**src/rtl/alu_regfile.sv**
```systemverilog
// Register file with a three-state issue/write-back sequencer feeding an external ALU.
// Optional macro ALU_REGFILE_BYPASS_EN: accept a new start during write-back, forwarding wb_data.
module alu_regfile #(
  parameter int unsigned DATA_W = 4,
  parameter int unsigned ADDR_W = 1
) (
  input  logic                  clk,
  input  logic                  reset,
  input  logic                  start,
  input  logic [3+3*ADDR_W-1:0] instr,
  output logic [DATA_W-1:0]     data_a,
  output logic [DATA_W-1:0]     data_b,
  output logic                  op_valid,
  input  logic                  wb_valid,
  input  logic [DATA_W-1:0]     wb_data,
  output logic                  done,
  output logic                  busy,
  output logic                  err
);

  localparam int unsigned DEPTH = 2**ADDR_W;

  typedef enum logic [1:0] {IDLE, ISSUE, WAIT_WB} state_t;

  state_t              state_q, state_d;
  logic [ADDR_W-1:0]   dst_q, dst_d;
  logic [DATA_W-1:0]   data_a_q, data_a_d;
  logic [DATA_W-1:0]   data_b_q, data_b_d;
  logic                op_valid_q, op_valid_d;
  logic                done_q, done_d;
  logic                err_q, err_d;
  logic [DATA_W-1:0]   mem_q [DEPTH];

  logic [2:0]          opcode;
  logic [ADDR_W-1:0]   dst_f, src_a_f, src_b_f;
  logic                accept, fwd, we;
  logic [DATA_W-1:0]   rd_a, rd_b;

  assign opcode  = instr[3+3*ADDR_W-1 -: 3];
  assign dst_f   = instr[3*ADDR_W-1 -: ADDR_W];
  assign src_a_f = instr[2*ADDR_W-1 -: ADDR_W];
  assign src_b_f = instr[ADDR_W-1:0];

  always_comb begin
    state_d    = state_q;
    dst_d      = dst_q;
    data_a_d   = data_a_q;
    data_b_d   = data_b_q;
    op_valid_d = 1'b0;
    done_d     = 1'b0;
    err_d      = err_q;
    accept     = 1'b0;
    fwd        = 1'b0;
    we         = 1'b0;
    rd_a       = '0;
    rd_b       = '0;

    unique case (state_q)
      IDLE: begin
        if (start) begin
          accept  = 1'b1;
          state_d = ISSUE;
        end
      end
      ISSUE: state_d = WAIT_WB;
      WAIT_WB: begin
        if (wb_valid) begin
          we      = 1'b1;
          done_d  = 1'b1;
          state_d = IDLE;
`ifdef ALU_REGFILE_BYPASS_EN
          if (start) begin
            accept  = 1'b1;
            fwd     = 1'b1;
            state_d = ISSUE;
          end
`else
`endif
        end
      end
      default: state_d = IDLE;
    endcase

    if (wb_valid && state_q != WAIT_WB) err_d = 1'b1;

    if (accept) begin
      dst_d      = dst_f;
      op_valid_d = 1'b1;
      // mem_q still holds the old value at the write edge, so same-index reads take wb_data
      rd_a = (fwd && src_a_f == dst_q) ? wb_data : mem_q[src_a_f];
      rd_b = (fwd && src_b_f == dst_q) ? wb_data : mem_q[src_b_f];
      data_a_d = (opcode != 3'd6) ? rd_a : '0;
      data_b_d = (opcode == 3'd0 || opcode == 3'd4 || opcode == 3'd5) ? rd_b : '0;
    end
  end

  always_ff @(posedge clk) begin
    if (reset) begin
      state_q    <= IDLE;
      dst_q      <= '0;
      data_a_q   <= '0;
      data_b_q   <= '0;
      op_valid_q <= 1'b0;
      done_q     <= 1'b0;
      err_q      <= 1'b0;
      for (int unsigned i = 0; i < DEPTH; i++) mem_q[i] <= '0;
    end else begin
      state_q    <= state_d;
      dst_q      <= dst_d;
      data_a_q   <= data_a_d;
      data_b_q   <= data_b_d;
      op_valid_q <= op_valid_d;
      done_q     <= done_d;
      err_q      <= err_d;
      if (we) mem_q[dst_q] <= wb_data;
    end
  end

  assign data_a   = data_a_q;
  assign data_b   = data_b_q;
  assign op_valid = op_valid_q;
  assign done     = done_q;
  assign busy     = (state_q != IDLE);
  assign err      = err_q;

endmodule

```
**config.mk**
```make
export PLATFORM = sky130hd
export DESIGN_NAME = alu_regfile
export DESIGN_NICKNAME = d
export VERILOG_FILES = /design/src/rtl/alu_regfile.sv
export SDC_FILE = /design/constraint.sdc
export NUM_CORES = 1
export LEC_CHECK = 0
export BUFFER_PORTS_ARGS = -buffer_cell sky130_fd_sc_hd__buf_4
export CAP_MARGIN = 20
export CORE_UTILIZATION = 53
export CTS_CLUSTER_SIZE = 20
export DETAILED_ROUTE_END_ITERATION = 8
export GPL_TIMING_DRIVEN = 0
export HOLD_SLACK_MARGIN = 0.08
export PLACE_DENSITY = 0.89
export SLEW_MARGIN = 20
export SYNTH_ARGS = -nofsm -noshare
export SYNTH_HDL_FRONTEND = slang
export SYNTH_SLANG_ARGS = --single-unit
```
**constraint.sdc**
```tcl
create_clock -name clk -period 2.5 [get_ports clk]
set_clock_uncertainty 0.05 [all_clocks]
set_input_delay 0.5 -clock clk [delete_from_list [all_inputs] [get_ports clk]]
set_output_delay 0.5 -clock clk [all_outputs]
set_load 0.1 [all_outputs]
```
# ---- Word level (Yosys, flattened, before mapping)
# Memory sizes are Yosys's and may differ from the RTL's.
# Index checks and enable logic that the tools add are counted.
dict set report word_totals {
  regBits 14
  ramBits 8
  in_bits 14
  memories 1
}
# memory depth width rd rd_clocked_by_memory_dff wr line_no
set mem_list {}
lappend mem_list {mem_q 2 4 2 0 2 32} ;# logic [DATA_W-1:0] mem_q [DEPTH];
dict set report op_classes {
  n_eq_ne 8
  n_mux 18
  reduce_logical 8
}
# cell count
set ops {}
lappend ops {{1-bit two-way mux} 12}
lappend ops {{4-bit two-way mux} 3}
lappend ops {{3-bit equality test (second input constant)} 2}
lappend ops {{2-bit inequality test (second input constant)} 3}
lappend ops {{2-bit one-hot mux with 3 select lines} 1}
lappend ops {{2-bit two-way mux} 2}
lappend ops {{4-bit OR reduction} 1}
lappend ops {{3-bit zero test} 1}
lappend ops {{3-bit inequality test (second input constant)} 1}
lappend ops {{2-bit by 1-bit equality test with 1-bit output (second input constant)} 1}
lappend ops {{2-bit equality test (second input constant)} 1}
lappend ops {{2-bit zero test} 1}
lappend ops {{1-bit logical OR} 2}
lappend ops {{2-bit AND reduction} 1}
lappend ops {{2-bit nonzero test} 1}
lappend ops {{1-bit logical AND} 1}

# ---- Longest topological paths before layout
dict set report depth {
  ltp_word 7
  mapped_depth 4
}

# ---- Least setup slack after synthesis
# No wires, ideal clock.
dict set report synth_timing {
  path_kind {input port to flip-flop}
  from {input reset}
  to {memory mem_q[0][0] (enable)}
  setup_ns 0.307
  arrival_ns 1.281
  required_time_ns 2.143
  setup_slack_ns 0.861
  cell_stages 4
  n_path_buf 1
  path_cell_list {buf_6 and4bb_4 nor2b_4 or2_1}
}
# item line_no
set synth_rtl {}
lappend synth_rtl {{start, declared} 8} ;# input logic reset,
lappend synth_rtl {{end, declared} 32}

# ---- Final worst setup path
dict set report layout_timing {
  from {register state_q[1]}
  to {output busy}
}
dict set report layout_via {
  elab_chain_cells 1
}
# item line_no
set layout_rtl {}
lappend layout_rtl {{start, declared} 25} ;# state_t state_q, state_d;
lappend layout_rtl {{start signal, assigned} 108} ;# state_q <= state_d;
lappend layout_rtl {{2-bit nonzero test} 123} ;# assign busy = (state_q != IDLE);
lappend layout_rtl {{end, declared} 17} ;# output logic busy,
# Every way passes these cells.

==> out/results.md <==
| Result | Reported | Unit |
|---|---|---|
| # rows | 14 | - |
| TritonCTS buffer count | 3 | - |
| Floorplan die width | 43.6 | µm |
| Netlist Area Pre-Place | 918 | µm² |
| Internal reg-to-reg setup slack | 980 | ps |
| Crit path arrival time | 1250 | ps |
| Fin Hold WS | 340 | ps |
| Proportion of synthesized chip area in sequential cells | 56.7 | % |
| Clock transition at the register clock pins on the worst setup and hold paths after CTS | 110 | ps |
| Synthesized netlist net count | 84 | - |
| DRC violation count after routing | 1 | - |
| Setup repair after global routing missed its margin | no | - |
| Critical Path End Type | output pin | - |
| Global-route wire length before repair | 2.44 | mm |
| Vert. Die Dim | 43.6 | µm |
| Average detailed-routed wire length per instance | 13.3 | µm |
| Distinct cell type count of the synthesized netlist | 24 | - |
| Critical register-to-register path endpoint | mem_q[0][0] | - |
| Count of mapped cells out of synthesis | 70 | - |
| Final #Nets | 111 | - |
| Run status | finished with violations | - |
| Number of buffers added for setup after CTS | 0 | - |
| Number of levels the H-tree was split into | 1 | - |
| Sinks on the clock net | 22 | - |
| Req. time, crit path | 1950 | ps |
| Layout-stage area growth over the synthesis result | 23.0 | % |
| Bufs on Longest Clock Path | 2 | - |
| Setup WS pre-CTS | 770 | ps |
| Time the worst path needs with I/O delays and setup | 1800 | ps |
| Maximum number of pins on one net before global-route repair | 13 | - |
| Launch point of the critical path | state_q[1] | - |
| Total congestion overflow after global routing | 0 | - |
| Number of max-cap violations | 0 | - |
| Slew Limit Fails | 0 | - |
| Number of antenna violations at the first check in global routing | 0 | - |
| Vias in the first global route | 600 | - |
| Kind of launch point of the worst setup path | flop | - |
| DRC violation total after the first TritonRoute iteration | 9 | - |
| Number of hold buffers added after cts | 0 | - |
| Setup-failing EPs final | 0 | - |
| Number of I/O pins | 26 | - |
| Total inserted antenna cells | 0 | - |
| Flip-flop and latch count after synthesis | 22 | - |
| Startpoint of the worst register-to-register path | state_q[1] | - |
| Core footprint | 1560 | µm² |
| Die area | 1900 | µm² |
| Critical path fanouts, max | 7 | - |
| Cell Pwr Density | 620 | nW/µm² |
| Critical path start-end classification | reg -> out | - |
| Starting density of the core | 58.9 | % |
| Minimum setup slack in the final design | 700 | ps |
| Routed vias/inst | 5.63 | - |
| Worst Hold Class | in -> reg | - |
| Routed via count | 630 | - |
| Post-synthesis average cell area | 13.1 | µm² |
| Cell depth of the worst flop-to-flop path | 3 | - |
| Period utilisation layout | 72.0 | % |
| Layout cell share with drive strength beyond 1 | 38.5 | % |
| DRT Wirelength | 1.49 | mm |
| Violated checks | DRC | - |
| DR pass1 iterations | 5 | - |
| Worst slew margin relative to its limit | 73.6 | % |
| Transition time at the pin with the least slew margin | 395 | ps |
| Overall fraction of global-route tracks in use | 18.4 | % |
| Max VDD drop | 0.000466 | V |
| TritonCTS clock tree | done | - |
| Clock Root Buffer | sky130_fd_sc_hd__clkbuf_4 | - |
| # resized after CTS | 0 | - |
| Worst setup path endpoint | busy | - |
| Dpl hpwl | 1.20 | mm |
| Sum of negative setup slack | 0 | ps |
| PortBufs | 22 | - |
| Antenna viol nets, final | 0 | - |
| Max Fclk | 556 | MHz |
| # fillers | 125 | - |
| Lkg Pwr | 0.488 | nW |
| Final RePlAce weighted congestion | 0.714 | - |
| Warning count from the yosys run | 0 | - |
| Clock latency of the later-clocked register in the worst-skew pair | 300 | ps |
| Final count of hold timing violations | 0 | - |
-- flip-flops by register name (all words and copies together), names as in the netlist --
| signal | cells |
|---|---|
| mem_q | 8 |
| data_a | 4 |
| data_b | 4 |
| state_q | 2 |
| done | 1 |
| dst_q | 1 |
| err | 1 |
| op_valid | 1 |
-- logic make-up (layout without fill, tap and decap cells) --
kind of cell           after synthesis  count (layout)  share of synthesized area [%]
buffers and inverters                3              29                           2.04
and+or+nand+nor                     25              25                           21.3
AOI/OAI and AO/OA                   10              10                           9.13
DFF                                 22              22                           56.7
muxes                               10              10                           10.9
-- metal layers --
metal	track usage, %	wire length [µm]
met1	18.9	591
met2	32.5	778
met3	2.92	72
met4	15.0	47
met5	0	0
-- critical path, stage by stage, from the launching register on --
cell                      delay [ps]
sky130_fd_sc_hd__dfxtp_1         400
sky130_fd_sc_hd__or2_2           310
sky130_fd_sc_hd__buf_4           230
-- stage by stage --
stage               std cells  util [%]  cell area [µm²]  total power (W)
floorplan                  70         -              918         0.000513
global placement          108      70.8             1100         0.000547
detailed placement        108      70.8             1100         0.000550
CTS                       112      72.5             1130         0.000707
global route              112      72.5             1130         0.000724
finish                    112      72.5             1130         0.000700
-- cell type report --
cell class / count / area (µm²) / share of cell area (%)
tap: 16 / 20.0 / 1.77
multi-input combinational: 45 / 379 / 33.6
timing repair buffer: 22 / 165 / 14.6
clock buffer: 3 / 22.5 / 1.99
clock inverter: 1 / 3.75 / 0.332
sequential: 22 / 520 / 46.1
buffer: 3 / 18.8 / 1.66
-- cell usage after synthesis, drive strengths merged --
cell type   n  area [µm²]
a21o        1        8.76
nor4b       2        32.5
dfxtp      14         280
and4bb      1        16.3
and2        4        25.0
nor2        5        21.3
nand2b      1        6.26
mux2i      10         100
o2bb2ai     8        70.1
edfxtp      8         240
nor2b       1        13.8
a21oi       1        5.00
nand2       1        3.75
or2         2        12.5
nand3b      2        18.8
and3        4        30.0
buf         3        18.8
or2b        1        7.51
nor3b       1        7.51
-- placed cells by master (no fill, tap or decap), types with 2 or more instances in the layout --
master	n
sky130_fd_sc_hd__o2bb2ai_1	8
sky130_fd_sc_hd__and3_2	4
sky130_fd_sc_hd__nor2_1	4
sky130_fd_sc_hd__dfxtp_1	14
sky130_fd_sc_hd__edfxtp_1	8
sky130_fd_sc_hd__buf_1	2
sky130_fd_sc_hd__mux2i_1	10
sky130_fd_sc_hd__clkbuf_4	3
sky130_fd_sc_hd__and2_1	4
sky130_fd_sc_hd__buf_4	22
-- worst min-delay path by stage --
stage / slack, ps / cells after the start / startpoint / to
final: 340 / 2 / reset / dst_q
after global routing: 340 / 2 / reset / state_q[1]
after CTS: 340 / 2 / reset / state_q[1]
after detailed placement: 400 / 1 / data_a[2] / data_a[2]
after global placement: 400 / 1 / data_b[3] / data_b[3]
after floorplan: 460 / 2 / mem_q[0][0] / data_a[0]
-- power by group --
group / internal (W) / leakage, nW / switching [W]
Combinational: 0.0000445 / 0.276 / 0.0000977
Clock: 0.0000583 / 0.0154 / 0.000101
Sequential: 0.000386 / 0.197 / 0.0000124
Power figures use the tool's default switching activity.
